[src/rtl/fetch_prefetch_unit.sv]
// fetch_prefetch_unit: sequential instruction fetch front end. It keeps several
// memory reads in flight and buffers the in-order responses (with their PCs)
// in a small queue that feeds decode one uop per cycle. A redirect flushes the
// queue and marks every in-flight read for discard.
module fetch_prefetch_unit #(
  parameter int                    ADDR_WIDTH      = 32,
  parameter int                    INST_WIDTH      = 32,
  parameter int                    QUEUE_DEPTH     = 4,
  parameter int                    MAX_OUTSTANDING = 2,
  parameter logic [ADDR_WIDTH-1:0] RESET_PC        = '0,
  parameter logic [ADDR_WIDTH-1:0] PC_STEP         = ADDR_WIDTH'(4)
) (
  input  logic                  clk,
  input  logic                  reset,
  output logic                  mem_req_valid,
  input  logic                  mem_req_ready,
  output logic [ADDR_WIDTH-1:0] mem_req_addr,
  input  logic                  mem_rsp_valid,
  input  logic [INST_WIDTH-1:0] mem_rsp_data,
  input  logic                  stall,
  input  logic                  redirect_valid,
  input  logic [ADDR_WIDTH-1:0] redirect_pc,
  output logic                  flush_out,
  output logic                  uop_valid_out,
  output logic [INST_WIDTH-1:0] opcode,
  output logic [ADDR_WIDTH-1:0] pc_out
);

  localparam int PTR_W = $clog2(QUEUE_DEPTH);
  localparam int CNT_W = $clog2(QUEUE_DEPTH + 1);
  localparam int OUT_W = $clog2(MAX_OUTSTANDING + 1);
  localparam int SUM_W = $clog2(QUEUE_DEPTH + MAX_OUTSTANDING + 1);

  localparam logic [PTR_W-1:0]      PTR_ONE    = PTR_W'(1);
  localparam logic [CNT_W-1:0]      CNT_ONE    = CNT_W'(1);
  localparam logic [CNT_W-1:0]      CNT_FULL   = CNT_W'(QUEUE_DEPTH);
  localparam logic [OUT_W-1:0]      OUT_ONE    = OUT_W'(1);
  localparam logic [OUT_W-1:0]      OUT_MAX    = OUT_W'(MAX_OUTSTANDING);
  localparam logic [SUM_W-1:0]      SUM_LIMIT  = SUM_W'(QUEUE_DEPTH);
  localparam logic [ADDR_WIDTH-1:0] ALIGN_MASK = ~ADDR_WIDTH'(3);

  typedef struct packed {
    logic [ADDR_WIDTH-1:0] pc;
    logic [INST_WIDTH-1:0] inst;
  } entry_t;

  entry_t                queue_mem [QUEUE_DEPTH];
  logic [PTR_W-1:0]      wr_ptr;
  logic [PTR_W-1:0]      rd_ptr;
  logic [CNT_W-1:0]      count;
  logic [OUT_W-1:0]      outstanding;
  logic [OUT_W-1:0]      drop_cnt;
  logic [ADDR_WIDTH-1:0] fetch_pc;
  logic [ADDR_WIDTH-1:0] rsp_pc;
  logic [ADDR_WIDTH-1:0] redirect_target;
  logic [SUM_W-1:0]      credit_sum;
  logic                  req_fire;
  logic                  push;
  logic                  pop;

  // Credit check and per-cycle handshake decisions
  // NOTE: every signal gets a value before any condition, so no latch can be inferred.
  always_comb begin
    credit_sum      = SUM_W'(count) + SUM_W'(outstanding);
    mem_req_valid   = !reset && !redirect_valid && (outstanding < OUT_MAX) &&
                      (credit_sum < SUM_LIMIT);
    req_fire        = mem_req_valid && mem_req_ready;
    push            = mem_rsp_valid && (drop_cnt == '0) && !redirect_valid;
    pop             = !redirect_valid && !stall && (count != '0);
    redirect_target = redirect_pc & ALIGN_MASK;
  end

  assign mem_req_addr = fetch_pc;
  assign flush_out    = redirect_valid;

  // Queue storage: written only on a kept response
  // NOTE: storage has no reset; count and pointers decide what is valid, so stale entries are never read.
  always_ff @(posedge clk) begin
    if (push) queue_mem[wr_ptr] <= '{pc: rsp_pc, inst: mem_rsp_data};
  end

  // Fetch/response bookkeeping, queue pointers and registered decode outputs
  // NOTE: all state uses non-blocking assignment, so every branch reads pre-edge values.
  always_ff @(posedge clk or posedge reset) begin
    if (reset) begin
      fetch_pc      <= RESET_PC;
      rsp_pc        <= RESET_PC;
      outstanding   <= '0;
      drop_cnt      <= '0;
      wr_ptr        <= '0;
      rd_ptr        <= '0;
      count         <= '0;
      uop_valid_out <= 1'b0;
      opcode        <= '0;
      pc_out        <= '0;
    end else begin
      // No request can fire during a redirect, so this is correct in both paths
      unique case ({req_fire, mem_rsp_valid})
        2'b10:   outstanding <= outstanding + OUT_ONE;
        2'b01:   outstanding <= outstanding - OUT_ONE;
        default: outstanding <= outstanding;
      endcase

      if (redirect_valid) begin
        fetch_pc      <= redirect_target;
        rsp_pc        <= redirect_target;
        // Whatever is still in flight after this edge belongs to the old path
        drop_cnt      <= mem_rsp_valid ? (outstanding - OUT_ONE) : outstanding;
        wr_ptr        <= '0;
        rd_ptr        <= '0;
        count         <= '0;
        uop_valid_out <= 1'b0;
      end else begin
        if (req_fire) fetch_pc <= fetch_pc + PC_STEP;
        if (mem_rsp_valid && (drop_cnt != '0)) drop_cnt <= drop_cnt - OUT_ONE;
        if (push) begin
          rsp_pc <= rsp_pc + PC_STEP;
          wr_ptr <= wr_ptr + PTR_ONE;
        end
        if (pop) begin
          rd_ptr <= rd_ptr + PTR_ONE;
          opcode <= queue_mem[rd_ptr].inst;
          pc_out <= queue_mem[rd_ptr].pc;
        end
        if (!stall) uop_valid_out <= pop;
        unique case ({push, pop})
          2'b10:   count <= count + CNT_ONE;
          2'b01:   count <= count - CNT_ONE;
          default: count <= count;
        endcase
      end
    end
  end

  // Credit rule guarantees a free slot for every returning response
  always_ff @(posedge clk) begin
    if (!reset) assert (!(push && (count == CNT_FULL)));
  end

endmodule

[config.mk]
export PLATFORM = sky130hd
export DESIGN_NAME = fetch_prefetch_unit
export DESIGN_NICKNAME = d
export VERILOG_FILES = /design/src/rtl/fetch_prefetch_unit.sv
export SDC_FILE = /design/constraint.sdc
export NUM_CORES = 1
export LEC_CHECK = 0
export BUFFER_PORTS_ARGS = -buffer_cell sky130_fd_sc_hd__buf_2
export CORE_MARGIN = 8
export CORE_UTILIZATION = 41
export DETAILED_ROUTE_END_ITERATION = 6
export GPL_ROUTABILITY_DRIVEN = 0
export PLACE_DENSITY = 0.66
export SETUP_SLACK_MARGIN = 0.02
export SLEW_MARGIN = 15
export SYNTH_ARGS = -nofsm -noshare
export SYNTH_HDL_FRONTEND = slang
export SYNTH_SLANG_ARGS = --single-unit
[constraint.sdc]
create_clock -name clk -period 5.8 [get_ports clk]
set_clock_uncertainty 0.15 [all_clocks]
set_input_delay 1.16 -clock clk [delete_from_list [all_inputs] [get_ports clk]]
set_output_delay 1.16 -clock clk [all_outputs]
set_load 0.01 [all_outputs]
==> results of run 1 <==
-- registers in the layout, summed over array words and instances (netlist names) --
name and flops:
count 3, drop_cnt 2, mem_req_addr 30, opcode 32, outstanding 2, pc_out 30, queue_mem 248, rd_ptr 2
rsp_pc 30, uop_valid_out 1, wr_ptr 2
-- logic make-up (layout without fill, tap and decap cells) --
group | count (synthesis) | in the layout | share of synthesized area [%]
AOI/OAI and AO/OA | 63 | 63 | 2.68
adders and majority gates | 10 | 10 | 0.861
muxes | 88 | 88 | 11.0
xor gates and xnor gates | 51 | 51 | 2.90
other | 1 | 4 | 0.0243
DFF | 382 | 382 | 70.1
buffers and inverters | 63 | 258 | 1.72
and+or+nand+nor | 355 | 355 | 10.7
-- worst max-delay path: cells and delay by family (launching register included) --
| kind | cells | cell delay [ns] |
|---|---|---|
| flip-flops | 1 | 0.46 |
| adder cells (fa/ha/maj) | 1 | 0.32 |
| buffers and inverters | 1 | 0.18 |
| AND/OR/NAND/NOR | 2 | 0.55 |
| AO/OA/AOI/OAI | 1 | 0.37 |
-- power by group through the flow --
| stage | clock (mW) | combinational (mW) | sequential (mW) |
|---|---|---|---|
| CTS | 2.59 | 1.39 | 3.56 |
| global route | 2.69 | 1.51 | 3.61 |
| floorplan | 0 | 0.834 | 3.61 |
| finish | 2.52 | 1.35 | 3.55 |
| global placement | 0 | 1.36 | 3.60 |
| detailed placement | 0 | 1.38 | 3.61 |
-- final cells by class --
type	count	area [um2]	share of cell area [%]
clock buffer	61	1190	6.62
multi-input combinational	571	4370	24.3
tap	474	593	3.29
timing repair buffer	171	878	4.88
sequential	382	10800	60.0
clock inverter	14	123	0.681
inverter	12	50.0	0.278
-- worst max-delay path by stage --
stage                        start  slack, ns                to  depth (start not counted)
global route        outstanding[1]       2.00     mem_req_valid                          5
floorplan                    reset       0.91          count[0]                          1
finish              outstanding[1]       2.09     mem_req_valid                          5
CTS                 outstanding[1]       2.06     mem_req_valid                          5
detailed placement   mem_rsp_valid       2.41  queue_mem[0][30]                          3
global placement     mem_rsp_valid       2.43  queue_mem[0][10]                          3
-- layout by cell type, fill, tap and decap left out, types with 5 or more instances in the layout --
master,synthesis,routed
o21ai_0,19,19
inv_1,11,10
clkbuf_16,0,42
and3_1,15,11
nand2_1,219,219
buf_4,5,9
nor4_1,5,5
clkbuf_8,0,7
o211ai_1,11,11
ha_1,9,9
nand3_1,27,27
and4_1,12,12
buf_2,8,162
mux4_2,62,62
xnor2_1,24,24
nand4_1,26,26
edfxtp_1,248,248
dfrtp_1,134,132
clkbuf_1,35,12
mux2_2,24,24
xor2_1,27,27
clkinv_2,0,5
nor2_1,20,19
o311ai_0,5,5
a21oi_1,12,12
-- stage by stage --
| step | worst slack [ns] | area, um2 |
|---|---|---|
| finish | 2.09 | 18000 |
| global route | 2.00 | 18000 |
| CTS | 2.06 | 18000 |
| detailed placement | 2.41 | 16700 |
| global placement | 2.43 | 16700 |
| floorplan | 0.907 | 15400 |
-- metal layers --
metal / routed length (um) / track usage [%]
met1: 15400 / 21.2
met2: 15400 / 24.0
met3: 2210 / 3.98
met4: 605 / 4.03
met5: 8 / 0
==> key figures, run 1 <==
Status
  – Outcome: finished, final reports clean

Global route
  – Tot GR Track Use: 15.3%
  – Largest net degree at the start of global routing: 99
  – Initial antenna violation count: 1
  – Number of global-route vias before repair: 9,330
  – GRT Residual Overflow: 0
  – First-pass GRT wire length: 53,300 um

Critical path
  – FF-to-FF path depth: 6
  – Worst reg2reg path endpoint: mem_req_addr[26]
  – Setup CP Type: reg2out
  – Critical path's largest stage delay: 0.46 ns
  – Crit path launch type: flop
  – Element type at the critical path end: primary output
  – Crit path max fanout: 11
  – Reg2Reg Setup Slack: 2.83 ns
  – Reg-to-reg startpoint: outstanding[1]
  – CP arrival: 2.40 ns
  – Slowest CP cell: dfrtp_1
  – Worst EP required: 4.49 ns
  – CP Cell Sequence: ha_1 > a311o_1 > and3_1 > nor4_1 > buf_2

Clock tree
  – CTS Hold Buffers Added: 0
  – Clk buf depth: 3
  – Root Driver: clkbuf_16
  – Post-CTS Setup Repair Bufs: 0
  – H-tree depth: 2
  – Number of CTS-inserted buffers: 41
  – Worst-path clk slew: 0.06 ns
  – CTS tree: built
  – Post-CTS sizing: 0
  – Clk_lat worst skew: 0.54 ns
  – Sink Count: 382

Yosys
  – Post-Synthesis Cells: 1,013
  – Mapped Area: 15,400 um2
  – Most numerous cell in the Yosys netlist: edfxtp_1
  – Avg Inst Size Synth: 15.2 um2
  – Seq/Total Area, Yosys: 70.1%
  – Synth cell types: 51
  – Area contributors post-synth: edfxtp_1 48%, dfrtp_1 22%, mux4_2 9.1%, nand2_1 5.3%, mux2_2 1.8%
  – Top cell type's share of synthesized area: 48.4%
  – Top post-synthesis cells by count: 248 x edfxtp_1, 219 x nand2_1, 134 x dfrtp_1
  – #FFs+latches synth: 382
  – Post-synth EDFFs: 248
  – Async SR Flop Fraction: 35.1%
  – Cell taking the most area after synthesis: edfxtp_1
  – Synth Warn #: 0
  – Prevailing post-synth register cell: edfxtp_1

Floorplan
  – Core ar.: 37,300 um2
  – I/O Pins: 169
  – Die height: 210 um
  – Num rows: 71
  – Die area: 44,000 um2
  – Starting density of the core: 41.3%
  – Die width: 210 um

Power
  – Part of the power in registers: 47.8%
  – Internal power: 5.35 mW
  – Combinational share of power: 18.2%
  – Sw Ratio: 27.9%
  – Sw Pwr: 2.07 mW
  – PwrDens: 412 nW/um2
  – VDD IR-drop max: 186 uV
  – Clock power frac: 33.9%
  – Total chip power: 7.43 mW
  – Leak pwr: 6.87 nW

Finish
  – Layout area overhead: 17.0%
  – Layout cells sized above 1: 27.6%
  – Nets: 1,259
  – Filler instances: 3,207
  – Fin cells: 1,685
  – Final Util: 48.3%
  – Antenna diodes: 0

Timing
  – Final Cycle Share: 64.0%
  – Rel. slew slack: 30.2%
  – Max-slew violations: 0
  – Max frequency: 0.270 GHz
  – Worst Max-Slew Pin Slew: 1.05 ns
  – Setup Viol. Count Final: 0
  – RSZ-0062 raised after global routing: false
  – TNS Setup: 0 ns
  – Final hold vios: 0
  – Min Hold Slack: 0.316 ns
  – Period minus WS final: 3.71 ns

Detailed routing
  – DR iter-0 viols: 477
  – DRT Wirelength: 33,600 um
  – DRC: 0
  – Drt pass-1 iters: 5
  – Vias after detailed routing: 8,891
  – Wire per inst: 19.9 um
  – Via/cell ratio: 5.28
  – Post-route ant nets: 0

Place
  – Hpwl dp: 20,600 um
  – DP Cell Count: 1,610
  – Port buffer count: 162

Worst hold path
  – Hold Path End: opcode[13]
  – Hold path cells: 2
  – Hold_sp: opcode[13]
  – Worst Hold Class: reg2reg

Flow run
  – Maxcap violations: 0
Note: power is estimated with default switching activity, not from simulation.
==> run 2, diff against run 1 <==
==> constraint.sdc (replaced) <==
create_clock -name clk -period 3.6 [get_ports clk]
set_clock_uncertainty 0.15 [all_clocks]
set_input_delay 0.72 -clock clk [delete_from_list [all_inputs] [get_ports clk]]
set_output_delay 0.72 -clock clk [all_outputs]
set_load 0.01 [all_outputs]
==> run 2 against run 1 <==
Net effect:
- worst hold slack got worse by 0.069 ns
- via count grew 0.26%
- worst setup slack got worse by 1.7 ns
- combinational power increased by 65%
- first-iteration DRC count down 2.3%
- power is 65% higher
- design area grew 1.7%
- cell count rose by 0.89%
- critical path depth did not move
- non-clock buffer count is 15 higher
- sequential cell count unchanged
- clock power increased by 71%
- critical path type unchanged
==> key figures, run 2 (synthesis results as in run 1) <==
Global route
  – Tot GR Track Use: 15.3% (about the same)
  – Initial antenna violation count: 0 (was 1)
  – Number of global-route vias before repair: 9,297 (was 9,330)
  – First-pass GRT wire length: 53,400 um (was 53,300 um)
  – Largest net degree at the start of global routing: 135 (was 99)
  – GRT Residual Overflow: 0 (unchanged)

Clock tree
  – Clk_lat worst skew: 0.53 ns (was 0.54 ns)
  – Number of CTS-inserted buffers: 41 (unchanged)
  – H-tree depth: 2 (unchanged)
  – Worst-path clk slew: 0.06 ns (about the same)
  – Sink Count: 382 (unchanged)
  – CTS Hold Buffers Added: 0 (unchanged)
  – CTS tree: built (unchanged)
  – Clk buf depth: 3 (unchanged)
  – Post-CTS Setup Repair Bufs: 0 (unchanged)
  – Root Driver: clkbuf_16 (unchanged)
  – Post-CTS sizing: 0 (unchanged)

Critical path
  – Critical path's largest stage delay: 0.45 ns (was 0.46 ns)
  – Slowest CP cell: dfrtp_1 (unchanged)
  – Element type at the critical path end: primary output (unchanged)
  – Setup CP Type: reg2out (unchanged)
  – CP Cell Sequence: ha_1 > a311o_1 > and3_1 > nor4_1 > buf_2 (unchanged)
  – Crit path max fanout: 11 (unchanged)
  – Top Family by Delay on Critical Path: simple AND/OR/NAND/NOR gates (unchanged)
  – Crit path launch type: flop (unchanged)
  – Reg2Reg Setup Slack: 0.63 ns (was 2.83 ns)
  – Reg-to-reg startpoint: outstanding[1] (unchanged)
  – FF-to-FF path depth: 6 (unchanged)
  – Worst reg2reg path endpoint: mem_req_addr[26] (unchanged)
  – CP arrival: 2.38 ns (was 2.40 ns)
  – CP bufs+invs: 1 (unchanged)
  – Worst EP required: 2.73 ns (was 4.49 ns)

Floorplan
  – Num rows: 71 (unchanged)
  – Starting density of the core: 41.3% (unchanged)
  – Die width: 210 um (unchanged)
  – Die area: 44,000 um2 (unchanged)
  – Die height: 210 um (unchanged)
  – I/O Pins: 169 (unchanged)
  – Core ar.: 37,300 um2 (unchanged)

Timing
  – Rel. slew slack: 34.9% (was 30.2%)
  – Worst Max-Slew Pin Slew: 0.976 ns (was 1.05 ns)
  – Final hold vios: 0 (unchanged)
  – Period minus WS final: 3.25 ns
  – Max-slew violations: 0 (unchanged)
  – Setup Viol. Count Final: 0 (unchanged)
  – TNS Setup: 0 ns (unchanged)
  – RSZ-0062 raised after global routing: false (unchanged)
  – Final Cycle Share: 90.2%
  – Max frequency: 0.308 GHz

Finish
  – Layout cells sized above 1: 28.5% (was 27.6%)
  – Biggest regs: queue_mem (248), opcode (32) (unchanged)
  – Commonest non-fill, non-tap cell in the layout: edfxtp_1 (unchanged)
  – Nets: 1,274 (was 1,259)
  – Largest reg by FF count: queue_mem (unchanged)
  – Max reg flops: 248 (unchanged)
  – Antenna diodes: 0 (unchanged)
  – Post-route cell area: 18,300 um2 (was 18,000 um2)
  – Commonest cells after routing, fill and taps aside: 248 x edfxtp_1, 219 x nand2_1, 162 x buf_2 (unchanged)
  – Layout area overhead: 18.9% (was 17.0%)

Power
  – VDD IR-drop max: 342 uV (was 186 uV)
  – PwrDens: 670 nW/um2 (was 412 nW/um2)
  – Leak pwr: 7.02 nW (was 6.87 nW)

Detailed routing
  – DRC: 0 (unchanged)
  – Post-route ant nets: 0 (unchanged)
  – Via/cell ratio: 5.24 (was 5.28)
  – Drt pass-1 iters: 5 (unchanged)
  – Wire per inst: 19.9 um (about the same)
  – DRT Wirelength: 33,800 um (was 33,600 um)
  – DR iter-0 viols: 466 (was 477)
  – Vias after detailed routing: 8,914 (was 8,891)

Worst hold path
  – Hold_sp: mem_rsp_data[1] (was opcode[13])
  – Hold Path End: queue_mem[2][1] (was opcode[13])
  – Worst Hold Class: in2reg (was reg2reg)
  – Hold path cells: 1 (was 2)

Flow run
  – Maxcap violations: 0 (unchanged)

Place
  – Hpwl dp: 21,600 um (was 20,600 um)
  – Area after DPL: 16,900 um2 (was 16,700 um2)
  – Port buffer count: 162 (unchanged)

Status
  – Outcome: finished, final reports clean (unchanged)
## run 2: changes by cell type in the layout (fill, tap and decap cells not counted), sizes merged
cell | before | now
buf | 171 | 186
bufinv | 1 | 6
clkbuf | 61 | 52
clkinv | 9 | 15
clkinvlp | 4 | 3
inv | 12 | 11
## run 2: how the worst max path moves through the flow
stage                         from                to  slack (ns)  cells after the start
floorplan           redirect_valid   queue_mem[0][0]        0.17                      4
global placement    outstanding[1]  mem_req_addr[26]        0.67                      6
detailed placement  outstanding[1]  mem_req_addr[26]        0.65                      6
CTS                 outstanding[1]     mem_req_valid        0.30                      5
global route        outstanding[1]     mem_req_valid        0.20                      5
finish              outstanding[1]     mem_req_valid        0.35                      5
## run 2: metrics by stage
stage	std cells	setup slack [ns]	hold slack, ns	utilization, %	power, mW
finish	1700	0.353	0.247	49.1	12.3
global route	1700	0.199	0.224	49.1	12.9
CTS	1700	0.300	0.213	49.1	12.5
detailed placement	1625	0.650	0.307	45.3	8.09
global placement	1625	0.672	0.303	45.3	8.03
floorplan	1016	0.171	0.342	-	7.16
## run 2: layout make-up
class | instances | area (um2)
Clock buffer | 52 | 1120
Sequential cell | 382 | 10800
Fill cell | 3208 | 19000
Tap cell | 474 | 593
Multi-Input combinational cell | 571 | 4370
Clock inverter | 23 | 283
Inverter | 12 | 48.8
Timing Repair Buffer | 186 | 1090
## run 2: metal layers
metal | vias up | track usage, % | part of all wire [%]
met5 | - | 0 | 0
met4 | 0 | 3.52 | 1.4
met3 | 41 | 3.24 | 5.3
met2 | 229 | 24.4 | 47
met1 | 4505 | 21.5 | 47
li1 | 4139 | - | -
## run 2: report_power, final
group	internal, mW	total [mW]	switching (mW)
Clock	2.64	4.32	1.68
Sequential	5.25	5.72	0.470
Combinational	1.03	2.23	1.20
Total	8.92	12.3	3.35
## run 2: worst reg2reg max path, cell delays in order, from the launching register on
cell     delay [ns]
dfrtp_1        0.45
ha_1           0.32
a311o_1        0.36
and3_1         0.31
or3_1          0.54
nor4_1         0.35
mux2_2         0.37
==> run 3, diff against run 2 <==
--- a/config.mk
+++ b/config.mk
@@ -11,6 +11,7 @@
 export DETAILED_ROUTE_END_ITERATION = 6
 export GPL_ROUTABILITY_DRIVEN = 0
 export PLACE_DENSITY = 0.66
+export REMOVE_ABC_BUFFERS = 1
 export SETUP_SLACK_MARGIN = 0.02
 export SLEW_MARGIN = 15
 export SYNTH_ARGS = -nofsm -noshare
==> run 3 against run 2 <==
Net effect:
- wire length up 4.5%
- maximum frequency down 0.54%
- sequential cell count unchanged
- worst setup slack worse by 0.018 ns
- register-to-register slack better by 0.08 ns
- non-clock buffer count up 3
- clock-buffer cell count up 1
- first-iteration DRC count up 20%
- critical path type unchanged
- critical endpoint unchanged
==> key figures, run 3 (synthesis results as in run 1) <==
Critical path
  – CP bufs+invs: 1 (unchanged)
  – Element type at the critical path end: primary output (unchanged)
  – Worst EP required: 2.73 ns (about the same)
  – Critical path's largest stage delay: 0.45 ns (about the same)
  – Slowest CP cell: dfrtp_1 (unchanged)
  – Crit path max fanout: 11 (unchanged)
  – Top Family by Delay on Critical Path: simple AND/OR/NAND/NOR gates (unchanged)
  – CP Cell Sequence: ha_1 > a311o_1 > and3_1 > nor4_1 > buf_2 (unchanged)
  – CP arrival: 2.39 ns (was 2.38 ns)
  – Crit path launch type: flop (unchanged)
  – Setup CP Type: reg2out (unchanged)

Timing
  – Max-slew violations: 0 (unchanged)
  – Max frequency: 0.306 GHz (was 0.308 GHz)
  – RSZ-0062 raised after global routing: false (unchanged)
  – Rel. slew slack: 44.7% (was 34.9%)
  – Final hold vios: 0 (unchanged)
  – Setup Viol. Count Final: 0 (unchanged)
  – Min Hold Slack: 0.0854 ns (was 0.247 ns)
  – Period minus WS final: 3.26 ns (was 3.25 ns)
  – Setup slack after layout: 0.336 ns (was 0.353 ns)
  – Final Cycle Share: 90.7% (was 90.2%)
  – Worst Max-Slew Pin Slew: 0.829 ns (was 0.976 ns)

Global route
  – GRT Residual Overflow: 0 (unchanged)
  – Initial antenna violation count: 1 (was 0)
  – Largest net degree at the start of global routing: 63 (was 135)
  – Tot GR Track Use: 16.0% (was 15.3%)
  – Number of global-route vias before repair: 9,419 (was 9,297)
  – First-pass GRT wire length: 55,100 um (was 53,400 um)

Power
  – Part of the power in registers: 47.0% (was 46.6%)
  – VDD IR-drop max: 312 uV (was 342 uV)
  – Clock power frac: 34.5% (was 35.2%)
  – Sw Pwr: 3.29 mW (was 3.35 mW)
  – Sw Ratio: 27.1% (was 27.3%)
  – Leak pwr: 7.02 nW (about the same)
  – Combinational share of power: 18.5% (was 18.2%)
  – Internal power: 8.86 mW (was 8.92 mW)
  – PwrDens: 665 nW/um2 (was 670 nW/um2)

Clock tree
  – Post-CTS sizing: 0 (unchanged)
  – Clk buf depth: 3 (unchanged)
  – CTS tree: built (unchanged)
  – CTS Hold Buffers Added: 0 (unchanged)
  – Sink Count: 382 (unchanged)
  – Root Driver: clkbuf_16 (unchanged)
  – Post-CTS Setup Repair Bufs: 0 (unchanged)
  – H-tree depth: 2 (unchanged)
  – Clk_lat worst skew: 0.52 ns (was 0.53 ns)
  – Number of CTS-inserted buffers: 40 (was 41)
  – Worst-path clk slew: 0.06 ns (about the same)

Detailed routing
  – Drt pass-1 iters: 5 (unchanged)
  – DRT Wirelength: 35,300 um (was 33,800 um)
  – DRC: 0 (unchanged)
  – Wire per inst: 20.7 um (was 19.9 um)
  – DR iter-0 viols: 559 (was 466)
  – Post-route ant nets: 0 (unchanged)
  – Vias after detailed routing: 9,029 (was 8,914)
  – Via/cell ratio: 5.31 (was 5.24)

Finish
  – Layout cells sized above 1: 28.9% (was 28.5%)
  – Fin cells: 1,701 (was 1,700)
  – Commonest non-fill, non-tap cell in the layout: edfxtp_1 (unchanged)
  – Largest reg by FF count: queue_mem (unchanged)
  – Layout area overhead: 18.7% (was 18.9%)
  – Nets: 1,276 (was 1,274)
  – Commonest cells after routing, fill and taps aside: 248 x edfxtp_1, 219 x nand2_1, 162 x buf_2 (unchanged)
  – Biggest regs: queue_mem (248), opcode (32) (unchanged)
  – Max reg flops: 248 (unchanged)

Floorplan
  – Die height: 210 um (unchanged)
  – Starting density of the core: 41.3% (unchanged)
  – Core ar.: 37,300 um2 (unchanged)
  – I/O Pins: 169 (unchanged)
  – Die width: 210 um (unchanged)
  – Num rows: 71 (unchanged)
  – Die area: 44,000 um2 (unchanged)

Status
  – Outcome: finished, final reports clean (unchanged)

Worst hold path
  – Worst Hold Class: in2async (was in2reg)

Place
  – Port buffer count: 162 (unchanged)
  – Hpwl dp: 23,100 um (was 21,600 um)
  – Post-Place Worst Slack: 0.713 ns (was 0.650 ns)
  – DP Cell Count: 1,628 (was 1,625)

Flow run
  – Maxcap violations: 0 (unchanged)
-- run 3: cell count changes in the layout (fill, tap and decap cells not counted), moves of 2 or more --
cell	delta
clkinv_2	+3
clkbuf_8	+3
clkinvlp_4	-2
inv_6	+2
clkinv_1	-3
clkinv_4	-2
buf_4	+4
-- run 3: power groups by stage --
| stage | Combinational [mW] | Sequential (mW) | Clock (mW) |
|---|---|---|---|
| 2_1_floorplan | 1.21 | 5.94 | 0 |
| 3_3_place_gp | 2.27 | 5.79 | 0 |
| 3_5_place_dp | 2.30 | 5.81 | 0 |
| 4_1_cts | 2.31 | 5.73 | 4.32 |
| 5_1_grt | 2.50 | 5.80 | 4.46 |
| 6_report | 2.24 | 5.72 | 4.19 |
-- run 3: worst register-to-register path: stages, from the launching register on --
cell and delay [ns]:
dfrtp_1 0.45, ha_1 0.32, a311o_1 0.37, and3_1 0.30
or3_1 0.51, nor4_1 0.32, mux2_2 0.36
-- run 3: cell type report --
cell class	count	area, um2
diodes	1	2.50
clock buffers	53	1130
clock inverters	19	224
fillers	3242	19000
inverters	12	50.0
multi-input cells	571	4370
flip-flops and latches	382	10800
well taps	474	593
repair buffers	189	1100
-- run 3: per-stage QoR --
stage	util [%]	setup TNS [ns]	power, mW	cell area [um2]
floorplan	-	-114.60	7.14	15200
global placement	45.4	0	8.06	16900
detailed placement	45.4	0	8.11	16900
CTS	49.0	0	12.4	18300
global route	49.0	0	12.8	18300
finish	49.0	0	12.2	18300
-- run 3: per-layer routing --
| metal | vias up | GRT usage, % | share of wire, % |
|---|---|---|---|
| li1 | 4136 | - | - |
| met1 | 4620 | 21.6 | 45 |
| met2 | 228 | 26.4 | 48 |
| met3 | 45 | 2.94 | 4.9 |
| met4 | 0 | 4.03 | 1.7 |
| met5 | - | 0 | 0 |
-- run 3: final timing paths --
path                                  from                to  slack, ns  cells after the start
setup / recovery            outstanding[1]     mem_req_valid       0.34                      5
hold / removal                       reset   mem_req_addr[3]       0.09                      2
setup reg to reg            outstanding[1]  mem_req_addr[26]       0.71                      6
hold reg to reg                 opcode[16]        opcode[16]       0.32                      2
max in group asynchronous            reset        opcode[13]       2.35                      3
min in group clk           mem_rsp_data[0]   queue_mem[3][0]       0.27                      1
